[config.mk]
export PLATFORM = sky130hd
export DESIGN_NAME = lockstep_ctrl_flat
export DESIGN_NICKNAME = d
export VERILOG_FILES = /design/src/rtl/lockstep_ctrl_if.sv /design/src/rtl/lockstep_ctrl.sv /design/src/flat_wrapper.sv
export SDC_FILE = /design/constraint.sdc
export NUM_CORES = 1
export LEC_CHECK = 0
export ABC_AREA = 1
export CAP_MARGIN = 25
export CORE_AREA = 2 2 201 203
export DETAILED_ROUTE_END_ITERATION = 7
export DIE_AREA = 0 0 203 205
export SYNTH_ARGS = -nofsm -noshare
export SYNTH_HDL_FRONTEND = slang
export SYNTH_SLANG_ARGS = --single-unit
[constraint.sdc]
create_clock -name clk_i -period 2.4 [get_ports clk_i]
set_input_delay 0.48 -clock clk_i [delete_from_list [all_inputs] [get_ports clk_i]]
set_output_delay 0.48 -clock clk_i [all_outputs]
set_load 0.05 [all_outputs]
[src/rtl/lockstep_ctrl_if.sv]
// Bus bundle between the lockstep sequencer and its surroundings: OBI payload
// types, control/status signals and the delay-stage comparison taps.
interface lockstep_ctrl_if;

    typedef struct packed {
        logic        req;
        logic        we;
        logic [3:0]  be;
        logic [31:0] addr;
        logic [31:0] wdata;
    } obi_req_t;

    typedef struct packed {
        logic        gnt;
        logic        rvalid;
        logic [31:0] rdata;
    } obi_resp_t;

    logic            enter_i;
    logic            exit_i;
    logic            clear_fault_i;
    logic [1:0]      core_halted_i;
    obi_req_t        bus_instr_req_i;
    obi_resp_t       bus_instr_resp_i;
    obi_req_t        bus_data_req_i;
    obi_resp_t       bus_data_resp_i;
    obi_req_t  [1:0] cmp_instr_req_i;
    obi_req_t  [1:0] cmp_data_req_i;
    logic            enable_o;
    logic [1:0]      halt_o;
    logic            fault_o;
    logic [7:0]      mismatch_cnt_o;
    logic [2:0]      state_o;

    modport slave (
        input  enter_i, exit_i, clear_fault_i, core_halted_i,
        input  bus_instr_req_i, bus_instr_resp_i, bus_data_req_i, bus_data_resp_i,
        input  cmp_instr_req_i, cmp_data_req_i,
        output enable_o, halt_o, fault_o, mismatch_cnt_o, state_o
    );

    modport master (
        output enter_i, exit_i, clear_fault_i, core_halted_i,
        output bus_instr_req_i, bus_instr_resp_i, bus_data_req_i, bus_data_resp_i,
        output cmp_instr_req_i, cmp_data_req_i,
        input  enable_o, halt_o, fault_o, mismatch_cnt_o, state_o
    );

endinterface

[src/rtl/lockstep_ctrl.sv]
// Lockstep entry/exit sequencer: halts and drains both cores, releases them with
// an NCYCLES skew, and compares the delayed request streams while in lockstep.
module lockstep_ctrl #(
    parameter int unsigned NCYCLES         = 2,
    parameter int unsigned MAX_OUTSTANDING = 4,
    parameter int unsigned FAULT_THRESHOLD = 1
) (
    input  logic           clk_i,
    input  logic           rst_ni,
    lockstep_ctrl_if.slave bus
);

    localparam int unsigned OUT_W  = $clog2(MAX_OUTSTANDING + 1);
    localparam int unsigned SYNC_W = $clog2(NCYCLES + 1);
    localparam int unsigned CNT_W  = 8;

    typedef enum logic [2:0] {
        IDLE     = 3'd0,
        HALT     = 3'd1,
        SYNC     = 3'd2,
        LOCKSTEP = 3'd3,
        DRAIN    = 3'd4,
        FAULT    = 3'd5
    } state_e;

    state_e             state_q, state_d;
    logic [OUT_W-1:0]   instr_out_q, instr_out_d, data_out_q, data_out_d;
    logic [SYNC_W-1:0]  sync_q, sync_d;
    logic [CNT_W-1:0]   mis_q, mis_d;
    logic               enable_q, enable_d, fault_q, fault_d;
    logic [1:0]         halt_q, halt_d;
    logic               drained_c, halted_c, mismatch_c, instr_diff_c, data_diff_c;
    logic               w0_c, w1_c;
    logic               unused;

    function automatic logic [OUT_W-1:0] next_out(input logic [OUT_W-1:0] cnt,
                                                  input logic inc, input logic dec);
        logic [OUT_W-1:0] res;
        res = cnt;
        if (inc && !dec && cnt != OUT_W'(MAX_OUTSTANDING)) res = cnt + OUT_W'(1);
        if (dec && !inc && cnt != OUT_W'(0))               res = cnt - OUT_W'(1);
        return res;
    endfunction

    always_ff @(posedge clk_i or negedge rst_ni) begin
        if (!rst_ni) begin
            state_q     <= IDLE;
            instr_out_q <= '0;
            data_out_q  <= '0;
            sync_q      <= '0;
            mis_q       <= '0;
            enable_q    <= 1'b0;
            halt_q      <= 2'b00;
            fault_q     <= 1'b0;
        end else begin
            state_q     <= state_d;
            instr_out_q <= instr_out_d;
            data_out_q  <= data_out_d;
            sync_q      <= sync_d;
            mis_q       <= mis_d;
            enable_q    <= enable_d;
            halt_q      <= halt_d;
            fault_q     <= fault_d;
        end
    end

    // Next-state, counters and registered-output decode
    always_comb begin
        state_d  = state_q;
        sync_d   = sync_q;
        mis_d    = mis_q;
        enable_d = 1'b0;
        halt_d   = 2'b00;
        fault_d  = 1'b0;

        instr_out_d = next_out(instr_out_q,
                               bus.bus_instr_req_i.req & bus.bus_instr_resp_i.gnt,
                               bus.bus_instr_resp_i.rvalid);
        data_out_d  = next_out(data_out_q,
                               bus.bus_data_req_i.req & bus.bus_data_resp_i.gnt,
                               bus.bus_data_resp_i.rvalid);
        // Look at this cycle's grants/responses so a same-cycle grant blocks exit from HALT
        drained_c = (instr_out_d == OUT_W'(0)) && (data_out_d == OUT_W'(0));
        halted_c  = (bus.core_halted_i == 2'b11);

        instr_diff_c = (bus.cmp_instr_req_i[0].req  != bus.cmp_instr_req_i[1].req) ||
                       (bus.cmp_instr_req_i[0].addr != bus.cmp_instr_req_i[1].addr);
        w0_c = bus.cmp_data_req_i[0].we & bus.cmp_data_req_i[0].req;
        w1_c = bus.cmp_data_req_i[1].we & bus.cmp_data_req_i[1].req;
        data_diff_c  = (bus.cmp_data_req_i[0].req  != bus.cmp_data_req_i[1].req) ||
                       (w0_c != w1_c) ||
                       (bus.cmp_data_req_i[0].addr != bus.cmp_data_req_i[1].addr) ||
                       (bus.cmp_data_req_i[0].be   != bus.cmp_data_req_i[1].be) ||
                       (w0_c && w1_c &&
                        (bus.cmp_data_req_i[0].wdata != bus.cmp_data_req_i[1].wdata));
        mismatch_c = instr_diff_c || data_diff_c;

        case (state_q)
            IDLE: begin
                if (bus.enter_i) begin
                    state_d = HALT;
                    mis_d   = '0;
                end
            end
            HALT: begin
                if (halted_c && drained_c) begin
                    state_d = SYNC;
                    sync_d  = SYNC_W'(NCYCLES);
                end
            end
            SYNC: begin
                sync_d = sync_q - SYNC_W'(1);
                if (sync_q == SYNC_W'(1)) state_d = LOCKSTEP;
            end
            LOCKSTEP: begin
                if (mismatch_c && mis_q != CNT_W'(255)) mis_d = mis_q + CNT_W'(1);
                if (mis_d >= CNT_W'(FAULT_THRESHOLD)) state_d = FAULT;
                else if (bus.exit_i)                  state_d = DRAIN;
            end
            DRAIN: begin
                // sync_q != 0 means the delay pipe is being flushed after the drain
                if (sync_q != SYNC_W'(0)) begin
                    sync_d = sync_q - SYNC_W'(1);
                    if (sync_q == SYNC_W'(1)) state_d = IDLE;
                end else if (halted_c && drained_c) begin
                    if (NCYCLES == 1) state_d = IDLE;
                    else              sync_d  = SYNC_W'(NCYCLES - 1);
                end
            end
            FAULT: begin
                if (bus.clear_fault_i) state_d = DRAIN;
            end
            default: state_d = IDLE;
        endcase

        case (state_d)
            HALT:     halt_d = 2'b11;
            SYNC:     begin enable_d = 1'b1; halt_d = 2'b10; end
            LOCKSTEP: enable_d = 1'b1;
            DRAIN:    begin enable_d = 1'b1; halt_d = 2'b11; end
            FAULT:    begin enable_d = 1'b1; halt_d = 2'b11; end
            default:  ;
        endcase
        fault_d = (state_d == FAULT) || (fault_q && state_d != IDLE);
    end

    assign bus.enable_o       = enable_q;
    assign bus.halt_o         = halt_q;
    assign bus.fault_o        = fault_q;
    assign bus.mismatch_cnt_o = mis_q;
    assign bus.state_o        = state_q;

    // Payload fields that play no part in sequencing or comparison
    assign unused = ^{bus.bus_instr_req_i, bus.bus_data_req_i, bus.bus_instr_resp_i,
                      bus.bus_data_resp_i, bus.cmp_instr_req_i, bus.cmp_data_req_i};

endmodule

[src/flat_wrapper.sv]
// flat-port wrapper written by rule: the top's interface ports become plain ports
module lockstep_ctrl_flat 
#(
    parameter int unsigned NCYCLES         = 2,
    parameter int unsigned MAX_OUTSTANDING = 4,
    parameter int unsigned FAULT_THRESHOLD = 1
)
  (clk_i, rst_ni, bus_enter_i, bus_exit_i, bus_clear_fault_i, bus_core_halted_i, bus_bus_instr_req_i, bus_bus_instr_resp_i, bus_bus_data_req_i, bus_bus_data_resp_i, bus_cmp_instr_req_i, bus_cmp_data_req_i, bus_enable_o, bus_halt_o, bus_fault_o, bus_mismatch_cnt_o, bus_state_o);
  lockstep_ctrl_if bus_i ();
  input  logic clk_i;
  input  logic rst_ni;
  input wire logic [$bits(bus_i.enter_i)-1:0] bus_enter_i;
  input wire logic [$bits(bus_i.exit_i)-1:0] bus_exit_i;
  input wire logic [$bits(bus_i.clear_fault_i)-1:0] bus_clear_fault_i;
  input wire logic [$bits(bus_i.core_halted_i)-1:0] bus_core_halted_i;
  input wire logic [$bits(bus_i.bus_instr_req_i)-1:0] bus_bus_instr_req_i;
  input wire logic [$bits(bus_i.bus_instr_resp_i)-1:0] bus_bus_instr_resp_i;
  input wire logic [$bits(bus_i.bus_data_req_i)-1:0] bus_bus_data_req_i;
  input wire logic [$bits(bus_i.bus_data_resp_i)-1:0] bus_bus_data_resp_i;
  input wire logic [$bits(bus_i.cmp_instr_req_i)-1:0] bus_cmp_instr_req_i;
  input wire logic [$bits(bus_i.cmp_data_req_i)-1:0] bus_cmp_data_req_i;
  output wire logic [$bits(bus_i.enable_o)-1:0] bus_enable_o;
  output wire logic [$bits(bus_i.halt_o)-1:0] bus_halt_o;
  output wire logic [$bits(bus_i.fault_o)-1:0] bus_fault_o;
  output wire logic [$bits(bus_i.mismatch_cnt_o)-1:0] bus_mismatch_cnt_o;
  output wire logic [$bits(bus_i.state_o)-1:0] bus_state_o;
  assign bus_i.enter_i = bus_enter_i;
  assign bus_i.exit_i = bus_exit_i;
  assign bus_i.clear_fault_i = bus_clear_fault_i;
  assign bus_i.core_halted_i = bus_core_halted_i;
  assign bus_i.bus_instr_req_i = bus_bus_instr_req_i;
  assign bus_i.bus_instr_resp_i = bus_bus_instr_resp_i;
  assign bus_i.bus_data_req_i = bus_bus_data_req_i;
  assign bus_i.bus_data_resp_i = bus_bus_data_resp_i;
  assign bus_i.cmp_instr_req_i = bus_cmp_instr_req_i;
  assign bus_i.cmp_data_req_i = bus_cmp_data_req_i;
  assign bus_enable_o = bus_i.enable_o;
  assign bus_halt_o = bus_i.halt_o;
  assign bus_fault_o = bus_i.fault_o;
  assign bus_mismatch_cnt_o = bus_i.mismatch_cnt_o;
  assign bus_state_o = bus_i.state_o;
  lockstep_ctrl #(.NCYCLES(NCYCLES), .MAX_OUTSTANDING(MAX_OUTSTANDING), .FAULT_THRESHOLD(FAULT_THRESHOLD)) u_core (.clk_i(clk_i), .rst_ni(rst_ni), .bus(bus_i));
endmodule
==> results of run 1 <==
-- per-stage QoR --
| stage | setup TNS (ns) | utilization |
|---|---|---|
| 2_1_floorplan | 0 | - |
| 3_3_place_gp | -8.87 | 0.163 |
| 3_5_place_dp | -9.15 | 0.163 |
| 4_1_cts | -0.194 | 0.167 |
| 5_1_grt | -1.19 | 0.168 |
| 6_report | -0.144 | 0.168 |
-- Yosys cell counts --
cell type / n
sky130_fd_sc_hd__nand2_1: 187
sky130_fd_sc_hd__nand2_2: 9
sky130_fd_sc_hd__o21ai_0: 18
sky130_fd_sc_hd__nor2_4: 4
sky130_fd_sc_hd__and2_2: 1
sky130_fd_sc_hd__nand3b_1: 1
sky130_fd_sc_hd__a21oi_2: 1
sky130_fd_sc_hd__nor3_1: 5
sky130_fd_sc_hd__ha_1: 11
sky130_fd_sc_hd__nor3_4: 1
sky130_fd_sc_hd__nand4_1: 3
sky130_fd_sc_hd__nor2_2: 3
sky130_fd_sc_hd__a211oi_1: 1
sky130_fd_sc_hd__inv_2: 5
sky130_fd_sc_hd__xor2_1: 31
sky130_fd_sc_hd__dfrtp_1: 23
sky130_fd_sc_hd__nand2_4: 2
sky130_fd_sc_hd__o21ai_1: 13
sky130_fd_sc_hd__a31oi_1: 1
sky130_fd_sc_hd__inv_1: 110
sky130_fd_sc_hd__xnor2_1: 27
sky130_fd_sc_hd__nor2_1: 74
sky130_fd_sc_hd__a211o_1: 2
sky130_fd_sc_hd__nand3_4: 1
sky130_fd_sc_hd__a21oi_1: 4
sky130_fd_sc_hd__nor4_1: 2
sky130_fd_sc_hd__o22ai_1: 5
sky130_fd_sc_hd__nand3_2: 2
sky130_fd_sc_hd__nand3_1: 22
sky130_fd_sc_hd__o211ai_1: 2
-- what timing repair did --
item                       in CTS  in global routing
resized for setup             390                127
pin swaps                     182                118
buffers inserted               12                  5
setup endpoints to repair      16                 10
-- final cells by class --
type	count	area (sq um)	share of cell area
sequential	23	576	0.0870
timing repair buffer	270	2310	0.348
inverter	115	432	0.0652
clock buffer	3	75.1	0.0113
multi-input combinational	433	2570	0.388
clock inverter	1	5.00	0.000756
tap	525	657	0.0992
-- metal layers --
metal	wire length [microns]	up-vias	track usage
met3	1680	12	0.0200
met4	259	0	0.0214
met1	4490	1816	0.0544
met2	7010	242	0.125
met5	0	-	0
li1	-	2269	-
-- flip-flops by register name, indices dropped and copies added, names as in the netlist --
register and flops:
u_core.bus.mismatch_cnt_o 8, u_core.bus.state_o 3, u_core.data_out_q 3, u_core.instr_out_q 3, u_core.bus.halt_o 2, u_core.sync_q 2, u_core.bus.enable_o 1, u_core.bus.fault_o 1
-- cells by family after synthesis --
family	Yosys count
flops	23
simple gates	317
compound gates	47
buf+inv	115
fa+ha+maj	11
xor+xnor	58
-- how the worst max path moves through the flow --
stage | startpoint | end | slack (ns) | cells after the start
2_1_floorplan | bus_cmp_data_req_i[68] | u_core.bus.fault_o | 0.002 | 21
3_3_place_gp | bus_cmp_data_req_i[60] | u_core.bus.fault_o | -0.89 | 22
3_5_place_dp | bus_cmp_data_req_i[60] | u_core.bus.halt_o[1] | -0.93 | 20
4_1_cts | u_core.instr_out_q[1] | u_core.bus.fault_o | -0.08 | 16
5_1_grt | bus_cmp_data_req_i[68] | u_core.bus.fault_o | -0.27 | 23
6_report | bus_cmp_instr_req_i[44] | u_core.bus.fault_o | -0.06 | 22
-- power groups by stage --
stage               logic, mW  clock network, mW  registers, mW
CTS                      1.55              0.373          0.577
floorplan               0.655                  0          0.683
finish                   1.67              0.360          0.578
detailed placement       1.47                  0          0.580
global placement         1.44                  0          0.576
global route             1.84              0.390          0.595
-- worst register-to-register path, stage by stage (launching register included) --
cell                       delay (ns)
sky130_fd_sc_hd__dfrtp_1         0.37
sky130_fd_sc_hd__inv_2           0.06
sky130_fd_sc_hd__ha_4            0.15
sky130_fd_sc_hd__a211o_1         0.29
sky130_fd_sc_hd__buf_6           0.13
sky130_fd_sc_hd__o211ai_1        0.19
sky130_fd_sc_hd__o21ai_2         0.10
sky130_fd_sc_hd__nor3_2          0.22
sky130_fd_sc_hd__nand2_1         0.09
sky130_fd_sc_hd__nand2_1         0.08
sky130_fd_sc_hd__inv_2           0.06
sky130_fd_sc_hd__nor3_4          0.17
sky130_fd_sc_hd__nand2_4         0.10
sky130_fd_sc_hd__nor2_4          0.11
sky130_fd_sc_hd__nand2_2         0.05
sky130_fd_sc_hd__nand2_1         0.05
sky130_fd_sc_hd__nand2_1         0.04
==> results, run 1 <==
- The tightest min-delay check is of the reg2reg type.
- The launching element type of the critical path is an input port.
- Synthesis instantiated 30 different standard cells from the library.
- The cell type of the slowest stage on the worst timing path is sky130_fd_sc_hd__clkdlybuf4s15_2.
- Setup repair after global routing could not meet its margin everywhere.
- After synthesis, the largest family of logic cells by area is simple AND/OR/NAND/NOR gates.
- The number of ports placed on the die boundary is 510.
- Data on the critical path arrives at its endpoint at 2.61 ns.
- Walking the worst path, the cells encountered are clkdlybuf4s15_2 > nand2_1 > nand2_1 > nor3_1 > nand2_1 > nor2_2 > nand2_2 > nor2_4 > nand3_4 > nand2_4 > buf_6 > nand2_2 > nand2_2 > inv_2 > nand2_2 > nor2_4 > nand4_1 > nand2_2 > nor2_4 > nand2_2 > nand2_1 > nand2_1.
- The worst hold path terminates at u_core.bus.fault_o.
- The share of total power dissipated in combinational logic is 0.640.
- The total CTS buffers is 3.
- The initial core utilization is 0.0831.
- The net count of the finished layout is 1352.
- The number of routed nets with antenna violations is 0.
- The number of instances in the synthesized netlist is 571.
- In the layout the commonest cells are sky130_fd_sc_hd__nand2_1 (164), sky130_fd_sc_hd__inv_1 (90), sky130_fd_sc_hd__dlygate4sd2_1 (88).
- The mapped cell area is 0.00327 sq mm.
- The finished layout holds 1370 standard cells, fillers aside.
- TritonCTS built the clock tree.
- In the final routed layout, each cell accounts on average for 9.81 microns.
- The count of buffers added on input and output ports is 233.
- The placed instance count is 1351.
- The wire length of the first global-routing pass is 20100 microns.
- After detailed routing, the number of vias per cell comes to 3.17.
- The cell accounting for the most synthesized area is sky130_fd_sc_hd__nand2_1.
- Of the total synthesized cell area, the portion taken by full adders, half adders and majority gates is 0.0421.
- In this run the number of H-tree levels came out at 1.
- The die is 205 microns tall.
- Summed over all nets, the half-perimeter wirelength after detailed placement is 12000 microns.
- The worst slack at placement is -0.931 ns.
- For the pin with the worst max-slew slack, the measured transition is 0.538 ns.
- The max capacitance violation total is 0.
- The clock input transition at the sequential cells of the worst setup and hold paths is 0.06 ns.
- Summed over all layers, the routed wires come to 13400 microns.
- For this run, the register share of the synthesized area comes to 0.176.
- The initial antenna violation count was 1.
- The Yosys step of the flow raised 0 warnings.
- The share of total power dissipated in the clock network is 0.138.
- Routability-driven placement finished with a final weighted congestion of 0.844.
- After synthesis, the cell types taking the most area are sky130_fd_sc_hd__nand2_1 (21%), sky130_fd_sc_hd__dfrtp_1 (18%), sky130_fd_sc_hd__inv_1 (13%).
- The area growth from synthesis to final layout is 102%.
- For this run the aggregate overflow at the end of global routing stands at 0.
- For this run, the slowest stage of the critical path takes 0.20 ns.
- The area fraction in compound gates after synthesis is 0.0799.
- The cell chosen for the clock root is sky130_fd_sc_hd__clkbuf_16.
- Of the total synthesized cell area, the portion taken by XOR and XNOR cells is 0.155.
- The flop and latch count out of synthesis is 23.
- The leading cell type in the layout, fill and taps excluded is sky130_fd_sc_hd__nand2_1.
- The initial DRC count is 94.
- Once layout is done, the placed cells without fillers occupy 0.00662 sq mm.
- The number of slew-limit violations in the final report is 0.
- The simple-gate area share of the yosys netlist is 0.415.
- The analysis attributes to cell leakage a power of 3.27 nW.
- The switching power share of the total is 0.415.
- The worst IR drop on VDD is 0.000324 V.
- Setup violations remaining at the end of the flow were counted as 3.
- The worst setup path is captured at a register.
- 0 antenna diodes ended up in the layout.
- In this run, post-CTS hold repair placed 0 buffers.
- The number of rows in the core area is 73.
- Counting stages on the worst path, the most repeated cell is sky130_fd_sc_hd__nand2_2.
- Summed over all nets, the switching power comes to 1.08 mW.
- The sequential group share of total power is 0.222.
- The worst-case setup margin in the final layout is -0.0649 ns.
- Of the post-synthesis cell area, the dominant cell type holds 0.215.
- After layout, the minimum clock period comes to 2.46 ns.
- The register-to-register path setup slack is 0.04 ns.
- Grouping stages by cell kind, the critical path spends the most delay in simple AND/OR/NAND/NOR gates.
- For the worst-skew pair, the clock arrives at the later sink with an insertion delay of 0.26 ns.
- The overall die area is 0.0416 sq mm.
- The number of nets in the synthesized netlist is 1077.
- The core region is 0.0394 sq mm.
- After detailed routing, the number of remaining DRC violations is 0.
- The x dimension of the die is 203 microns.
- The final-layout worst hold slack is 0.476 ns.
- After synthesis, the share of cell area in mux cells is 0.
- The clock passes through at most 2 buffers.
- The layout has 4566 filler cells.
- The pre-antenna-repair detailed-routing pass consisted of 6 iterations.
- For the worst setup path, the data required time is 2.54 ns.
- The fraction of final layout cells sized beyond drive strength 1 is 0.250.
- The logic depth of the worst register-to-register path is 16.
- The checks that failed: negative setup slack.
- The global-route usage over all layers is 0.0608.
- The overall power of the completed layout is 2.61 mW.
- The startpoint of the worst register-to-register path is u_core.instr_out_q[1].
- The tree built by TritonCTS fans out to 23 sinks.
- The final clock period utilization by the worst path is 1.03.
- The type of the setup path with the least slack is in2reg.
- The internal portion of the total power is 1.53 mW.
- The critical path contains buffers and inverters numbering 3 combined.
- Dividing total power by cell area gives a power density of 394 mW/mm^2.
- The run finished, with violations left.
- The worst hold path begins at u_core.bus.fault_o.
- The total number of vias is 4339.
- The count of endpoints failing hold in the final timing report is 0.
- The placed instances occupy a cell area of 0.00642 sq mm.
- The via count of the first global-routing pass was 4367.
- The tightest slew margin relative to the limit is 0.639.
- The maximum frequency from static timing analysis is 406 MHz.
- The worst clock skew is 0.00613 ns.
- Counting instances, the worst hold path has a depth of 2.
- The endpoint identified for the worst register-to-register timing path is u_core.bus.fault_o.
- The largest net degree at the start of global routing is 24.
- The worst-path maximum fanout is 8.
- The average instance in the mapped netlist occupies 5.73 sq um.
Note: power is estimated with default switching activity, not from simulation.
==> run 2, diff against run 1 <==
--- a/config.mk
+++ b/config.mk
@@ -6,7 +6,7 @@
 export NUM_CORES = 1
 export LEC_CHECK = 0
 export ABC_AREA = 1
-export CAP_MARGIN = 25
+export CAP_MARGIN = 20
 export CORE_AREA = 2 2 201 203
 export DETAILED_ROUTE_END_ITERATION = 7
 export DIE_AREA = 0 0 203 205
==> results of run 2 <==
Same layout as run 1: the final DEF is identical, and so are final timing and power.
